$ cat src/rtl/sto_decoder.sv
// Stochastic-to-binary decoder: counts the 1s in a window of 2^W enabled
// stream samples and presents the count through a valid/acknowledge handshake.
//
// state | meaning
// IDLE  | waiting for START; stream ignored
// ACC   | counting 1s over enabled samples; BUSY=1
// HOLD  | COUNT_OUT holds a completed result; VALID=1 until ACK
module sto_decoder #(
  parameter int W = 8
) (
  input  logic         CLK,
  input  logic         RESET,
  input  logic         EN,
  input  logic         IN,
  input  logic         START,
  input  logic         CONT,
  input  logic         ACK,
  output logic [W:0]   COUNT_OUT,
  output logic         VALID,
  output logic         BUSY
);

  typedef enum logic [1:0] {
    S_IDLE = 2'd0,
    S_ACC  = 2'd1,
    S_HOLD = 2'd2
  } state_t;

  localparam logic [W-1:0] CNT_ONE  = {{(W-1){1'b0}}, 1'b1};
  localparam logic [W-1:0] CNT_LAST = {W{1'b1}};

  state_t       state;
  logic [W-1:0] smp_cnt;
  logic [W:0]   acc;
  logic [W:0]   acc_next;

  // W+1 bits so a window of all ones (2^W) fits without overflow
  assign acc_next = acc + {{W{1'b0}}, IN};

  always_ff @(posedge CLK) begin
    if (RESET) begin
      state     <= S_IDLE;
      smp_cnt   <= '0;
      acc       <= '0;
      COUNT_OUT <= '0;
      VALID     <= 1'b0;
      BUSY      <= 1'b0;
    end else begin
      case (state)
        S_IDLE: begin
          if (START) begin
            state   <= S_ACC;
            smp_cnt <= '0;
            acc     <= '0;
            BUSY    <= 1'b1;
          end
        end

        S_ACC: begin
          if (EN) begin
            if (smp_cnt == CNT_LAST) begin
              // last sample of the window goes straight into the result
              COUNT_OUT <= acc_next;
              VALID     <= 1'b1;
              BUSY      <= 1'b0;
              smp_cnt   <= '0;
              acc       <= '0;
              state     <= S_HOLD;
            end else begin
              smp_cnt <= smp_cnt + CNT_ONE;
              acc     <= acc_next;
            end
          end
        end

        S_HOLD: begin
          if (ACK) begin
            VALID <= 1'b0;
            if (CONT || START) begin
              state   <= S_ACC;
              smp_cnt <= '0;
              acc     <= '0;
              BUSY    <= 1'b1;
            end else begin
              state <= S_IDLE;
            end
          end
        end

        default: begin
          state <= S_IDLE;
          BUSY  <= 1'b0;
          VALID <= 1'b0;
        end
      endcase
    end
  end

endmodule

$ cat config.mk
export PLATFORM = sky130hd
export DESIGN_NAME = sto_decoder
export DESIGN_NICKNAME = d
export VERILOG_FILES = /design/src/rtl/sto_decoder.sv
export SDC_FILE = /design/constraint.sdc
export NUM_CORES = 1
export LEC_CHECK = 0
export BUFFER_PORTS_ARGS = -buffer_cell sky130_fd_sc_hd__buf_2
export CAP_MARGIN = 5
export CORE_MARGIN = 2
export CORE_UTILIZATION = 50
export CTS_CLUSTER_DIAMETER = 50
export CTS_CLUSTER_SIZE = 10
export DETAILED_ROUTE_END_ITERATION = 7
export PLACE_DENSITY = 0.66
export RECOVER_POWER = 50
export SKIP_LAST_GASP = 1
export SYNTH_ARGS = -nofsm -noshare
export SYNTH_HDL_FRONTEND = slang
export SYNTH_SLANG_ARGS = --single-unit
$ cat constraint.sdc
create_clock -name CLK -period 2.3 [get_ports CLK]
set_clock_uncertainty 0.2 [all_clocks]
set_input_delay 0.23 -clock CLK [delete_from_list [all_inputs] [get_ports CLK]]
set_output_delay 0.23 -clock CLK [all_outputs]
set_load 0.03 [all_outputs]
==> flow_metrics.env, run 1 <==
export IMPL_core_area_um2=2805
export IMPL_cts_resized=0
export IMPL_drtPass1Iterations=4
export IMPL_cp_arrival_ns=2.15
export IMPL_synthFlopType="dfxtp_1"
export IMPL_num_vias=1321
export IMPL_crit_fanout=11
export IMPL_top_layer="met4"
export IMPL_antenna_left=0
export IMPL_syn_area_um2=1494
export IMPL_tightest_slew_ns=0.5024
export IMPL_synth_nets=184
export IMPL_synthToLayoutAreaGrowth_pct=9.715
export IMPL_vdd_drop_max_mv=0.2908
export IMPL_io_buffers=17
export IMPL_cp_start_kind="flop"
export IMPL_setup_tns_ns=0
export IMPL_leakagePower_nw=0.5881
export IMPL_hold_violations=0
export IMPL_wl_per_cell_um=13.27
export IMPL_synth_top_area_share_pct=40.20
export IMPL_ys_warn_count=0
export IMPL_ys_ff_latch=30
export IMPL_setup_violations_final=0
export IMPL_track_usage_pct=19.76
export IMPL_synth_top_cells_by_area="dfxtp_1, nand2_1, nand3_1"
export IMPL_crit_buf_inv=0
export IMPL_reg2reg_depth=5
export IMPL_wl_met3_um=167
export IMPL_fin_crit_ns=2.074
export IMPL_wl_met1_um=1429
export IMPL_grt_max_degree=22
export IMPL_initial_core_util_pct=53.26
export IMPL_regArea_um2=600.6
export IMPL_multi_input_area_um2=812.0
export IMPL_post_cts_setup_buffers=0
export IMPL_antenna_found_initial=0
export IMPL_max_freq_ghz=0.4823
export IMPL_ys_async_sr_fraction_pct=0
export IMPL_layout_cells_non_filler=223
export IMPL_die_area_um2=3441
export IMPL_root_buffer="clkbuf_4"
export IMPL_hp_class="primary input to flop"
export IMPL_cp_cell_sequence="ha_1 -> and3_1 -> a211o_1 -> or4_1 -> nand3_1"
export IMPL_synth_distinct_cells=41
export IMPL_die_width_um=58.66
export IMPL_numCtsBuffers=5
export IMPL_place_gp_congestion=0.7966
export IMPL_nets=203
export IMPL_totalWireLength_um=2959
export IMPL_cts_clk_slew_worst_paths_ns=0.10
export IMPL_grt_pass1_wl_um=5106
export IMPL_cpPeakStageDelay_ns=0.50
export IMPL_final_area_um2=1639
export IMPL_syn_inst=173
export IMPL_fillers=274
export IMPL_fin_crit_sh_pct=90.15
export IMPL_worstSkewPairLatency_ns=0.33
export IMPL_yosysSeqAreaShare_pct=40.20
export IMPL_p_total_w=0.001028
export IMPL_slew_violations=0
export IMPL_ioPinCount=18
export IMPL_vias_per_cell=5.924
export IMPL_layout_common_cells="dfxtp_1, nand2_1, nor2_1"
export IMPL_cts_max_path_buffers=2
export IMPL_cts_max_level=2
export IMPL_tritoncts="done"
export IMPL_drive_above_1_share_pct=10.94
export IMPL_route_met2_wl_um=1339
export IMPL_cp_slowest_cell="or4_1"
export IMPL_dp_cells=216
export IMPL_required_ns=2.38
export IMPL_rows=19
export IMPL_drc=0
export IMPL_max_cap_viol_count=0
export IMPL_dp_hpwl_um=2052
export IMPL_path_depth=5
export IMPL_status="finished clean"
export IMPL_first_iter_violations=77
export IMPL_synth_edf_count=0
export IMPL_overflow=0
export IMPL_slew_headroom_pct=66.51
export IMPL_cts_hold_buf=0
export IMPL_clock_sinks=30
export IMPL_num_antenna_cells=0
export IMPL_first_global_vias=1154
export IMPL_final_common_cell="dfxtp_1"
export IMPL_end_kind="flop"
export IMPL_hold_path_depth=3
export IMPL_die_y_um=58.66
export IMPL_cp_top_family="simple AND/OR/NAND/NOR gates"
export IMPL_yosys_area_top_type="dfxtp_1"
export IMPL_critPathKind="flop to flop"
export IMPL_rsz0062_at_grt="false"
export IMPL_power_per_cell_area_nw_per_um2=627.2
export IMPL_hold_ws_ns=0.05403
export IMPL_post_dp_cell_area_um2=1587
export IMPL_syn_avg_cell_area_um2=8.635
[power breakdown]
part,internal (W),switching [W]
Combinational,0.0000208,0.0000429
Sequential,0.000524,0.00000362
Clock,0.000253,0.000183
[metal layers]
metal  GRT usage (%)  vias to the layer above
li1                -                      663
met1           25.72                      620
met2           30.50                       36
met3           5.934                        2
met4           8.442                        0
met5               0                        -
[final timing paths]
kind	start	endpoint	slack [ns]
min	EN	state[0]	0.05
max	smp_cnt[0]	smp_cnt[7]	0.23
min reg2reg	VALID	VALID	0.29
max reg2reg	smp_cnt[0]	smp_cnt[7]	0.23
[kinds of logic after synthesis]
| family | after synthesis | share of synthesized area, % |
|---|---|---|
| and+or+nand+nor | 70 | 24.20 |
| AOI/OAI and AO/OA | 44 | 19.43 |
| xor gates and xnor gates | 5 | 2.931 |
| muxes | 7 | 4.774 |
| DFF | 30 | 40.20 |
| buffers and inverters | 13 | 5.108 |
| adders and majority gates | 4 | 3.350 |
[worst register-to-register path, stage by stage, from the launching register on]
cell	delay, ns
dfxtp_1	0.36
ha_1	0.23
and3_1	0.26
a211o_1	0.40
or4_1	0.50
nand3_1	0.07
[state kept, by name, summed over array words and instances, names as in the netlist]
name       count
VALID          1
COUNT_OUT      9
acc            9
BUSY           1
state          2
smp_cnt        8
[through the flow]
| step | setup WS, ns | utilization, % |
|---|---|---|
| floorplan | 0.4219 | - |
| global placement | 0.3312 | 56.56 |
| detailed placement | 0.3090 | 56.56 |
| CTS | 0.2873 | 59.46 |
| global route | 0.1209 | 58.43 |
| finish | 0.2265 | 58.43 |
[synthesized netlist by cell type, types with 3 or more instances]
master / count
buf_6: 3
mux2i_1: 6
a21oi_1: 11
o21ai_0: 10
nand3_1: 13
or3_1: 4
nand2_1: 19
ha_1: 4
buf_2: 3
inv_1: 4
or4_1: 3
a211oi_1: 5
nor2_1: 14
dfxtp_1: 30
nor3_1: 3
xnor2_1: 4
nand2b_1: 5
o311ai_0: 4
[area by class of cell]
class                      count  area share [%]
sequential                    30           36.64
inverter                       4          0.9160
clock inverter                 1           1.832
clock buffer                   6           3.130
tap                           31           2.366
timing repair buffer          21           5.573
multi-input combinational    130           49.54
Note: power is estimated with default switching activity, not from simulation.
==> run 2, diff against run 1 <==
Settings changed: CTS_BUF_LIST set to sky130_fd_sc_hd__clkbuf_4, MAX_ROUTING_LAYER set to met4.
==> run 2 against run 1 <==
Effect of this change:
- sequential share of layout area up 0.23 points
- die area unchanged
- clock power down 7.6%
- highest routed layer unchanged
- wire length down 0.71%
- critical endpoint unchanged
- hold slack worse by 0.0039 ns
- largest power group unchanged
- first-iteration DRC count down 2.6%
==> flow_metrics.env, run 2 (synthesis results as in run 1) <==
export IMPL_max_cap_viol_count=0
export IMPL_num_vias=1306
export IMPL_hold_ws_ns=0.05014
export IMPL_fin_crit_ns=2.078
export IMPL_tightest_slew_ns=0.5017
export IMPL_io_buffers=17
export IMPL_critPathKind="flop to flop"
export IMPL_slew_violations=0
export IMPL_clock_sinks=30
export IMPL_fin_crit_sh_pct=90.36
export IMPL_antenna_found_initial=0
export IMPL_num_antenna_cells=0
export IMPL_first_iter_violations=75
export IMPL_core_area_um2=2805
export IMPL_vdd_drop_max_mv=0.2903
export IMPL_cp_start_kind="flop"
export IMPL_cts_resized=0
export IMPL_slew_headroom_pct=66.55
export IMPL_ioPinCount=18
export IMPL_wl_per_cell_um=13.17
export IMPL_hp_class="primary input to flop"
export IMPL_max_freq_ghz=0.4811
export IMPL_die_width_um=58.66
export IMPL_end_kind="flop"
export IMPL_root_buffer="clkbuf_4"
export IMPL_rows=19
export IMPL_reg_top3="COUNT_OUT (9), acc (9), smp_cnt (8)"
export IMPL_cp_slowest_cell="or4_1"
export IMPL_post_cts_setup_buffers=0
export IMPL_cp_arrival_ns=2.16
export IMPL_final_common_cell="dfxtp_1"
export IMPL_cpPeakStageDelay_ns=0.50
export IMPL_rsz0062_at_grt="false"
export IMPL_initial_core_util_pct=53.26
export IMPL_hold_violations=0
export IMPL_crit_fanout=11
export IMPL_setup_violations_final=0
export IMPL_totalWireLength_um=2938
export IMPL_worstSkewPairLatency_ns=0.33
export IMPL_vias_per_cell=5.857
export IMPL_overflow=0
export IMPL_status="finished clean"
export IMPL_layout_common_cells="dfxtp_1, nand2_1, nor2_1"
export IMPL_cp_endpoint="smp_cnt[7]"
export IMPL_p_total_w=0.0009946
export IMPL_die_area_um2=3441
export IMPL_synthToLayoutAreaGrowth_pct=9.045
export IMPL_nets=203
export IMPL_required_ns=2.38
export IMPL_grt_pass1_wl_um=5037
export IMPL_drc=0
export IMPL_cp_cell_sequence="ha_1 -> and3_1 -> a211o_1 -> or4_1 -> nand3_1"
export IMPL_tritoncts="done"
export IMPL_place_gp_congestion=0.8080
export IMPL_cts_max_path_buffers=2
export IMPL_numCtsBuffers=5
export IMPL_reg2reg_from="smp_cnt[0]"
export IMPL_cts_max_level=2
export IMPL_reg2reg_depth=5
export IMPL_leakagePower_nw=0.5825
export IMPL_grt_max_degree=22
export IMPL_startpoint="smp_cnt[0]"
export IMPL_first_global_vias=1144
export IMPL_cts_hold_buf=0
export IMPL_dp_hpwl_um=2052
export IMPL_r2r_end="smp_cnt[7]"
export IMPL_drive_above_1_share_pct=10.42
export IMPL_antenna_left=0
export IMPL_track_usage_pct=20.07
export IMPL_cts_clk_slew_worst_paths_ns=0.10
export IMPL_drtPass1Iterations=4
export IMPL_setup_tns_ns=0
export IMPL_die_y_um=58.66
export IMPL_power_per_cell_area_nw_per_um2=610.5
export IMPL_r2r_slack_ns=0.22
run 2: critical path: cells and delay by family (launching register included):
kind / cells / cell delay (ns)
adder cells (fa/ha/maj): 1 / 0.23
AND/OR/NAND/NOR: 3 / 0.83
AO/OA/AOI/OAI: 1 / 0.41
flip-flops: 1 / 0.36
run 2: where the power goes:
| group | switching (W) | internal, W | total [W] |
|---|---|---|---|
| registers | 0.00000348 | 0.000524 | 0.000528 |
| clock network | 0.000184 | 0.000220 | 0.000403 |
| logic | 0.0000431 | 0.0000208 | 0.0000639 |
run 2: cell type report:
class | instances | area [µm²]
fillers | 276 | 1176
inverters | 4 | 15.01
clock inverters | 2 | 33.78
repair buffers | 21 | 91.34
clock buffers | 5 | 37.54
multi-input cells | 130 | 812.0
flip-flops and latches | 30 | 600.6
well taps | 31 | 38.79
run 2: through the flow:
stage | std cells | cell area (µm²) | setup slack (ns) | util (%)
after floorplan | 173 | 1494 | 0.4219 | -
after global placement | 216 | 1587 | 0.3312 | 56.56
after detailed placement | 216 | 1587 | 0.3090 | 56.56
after CTS | 223 | 1658 | 0.2873 | 59.10
after global routing | 223 | 1629 | 0.1209 | 58.07
final | 223 | 1629 | 0.2216 | 58.07
run 2: routing by layer:
layer / GRT usage, % / routed length, µm / vias to the layer above
li1: - / - / 663
met1: 25.72 / 1452 / 607
met2: 29.53 / 1304 / 32
met3: 5.934 / 138 / 4
met4: 8.442 / 42 / 0
met5: - / 0 / -
run 2: worst min-delay path by stage:
stage	cells past startpoint	start	endpoint
after floorplan	2	EN	state[0]
after global placement	2	acc[8]	acc[8]
after detailed placement	2	VALID	VALID
after CTS	3	EN	state[0]
after global routing	3	EN	state[0]
final	3	EN	state[0]
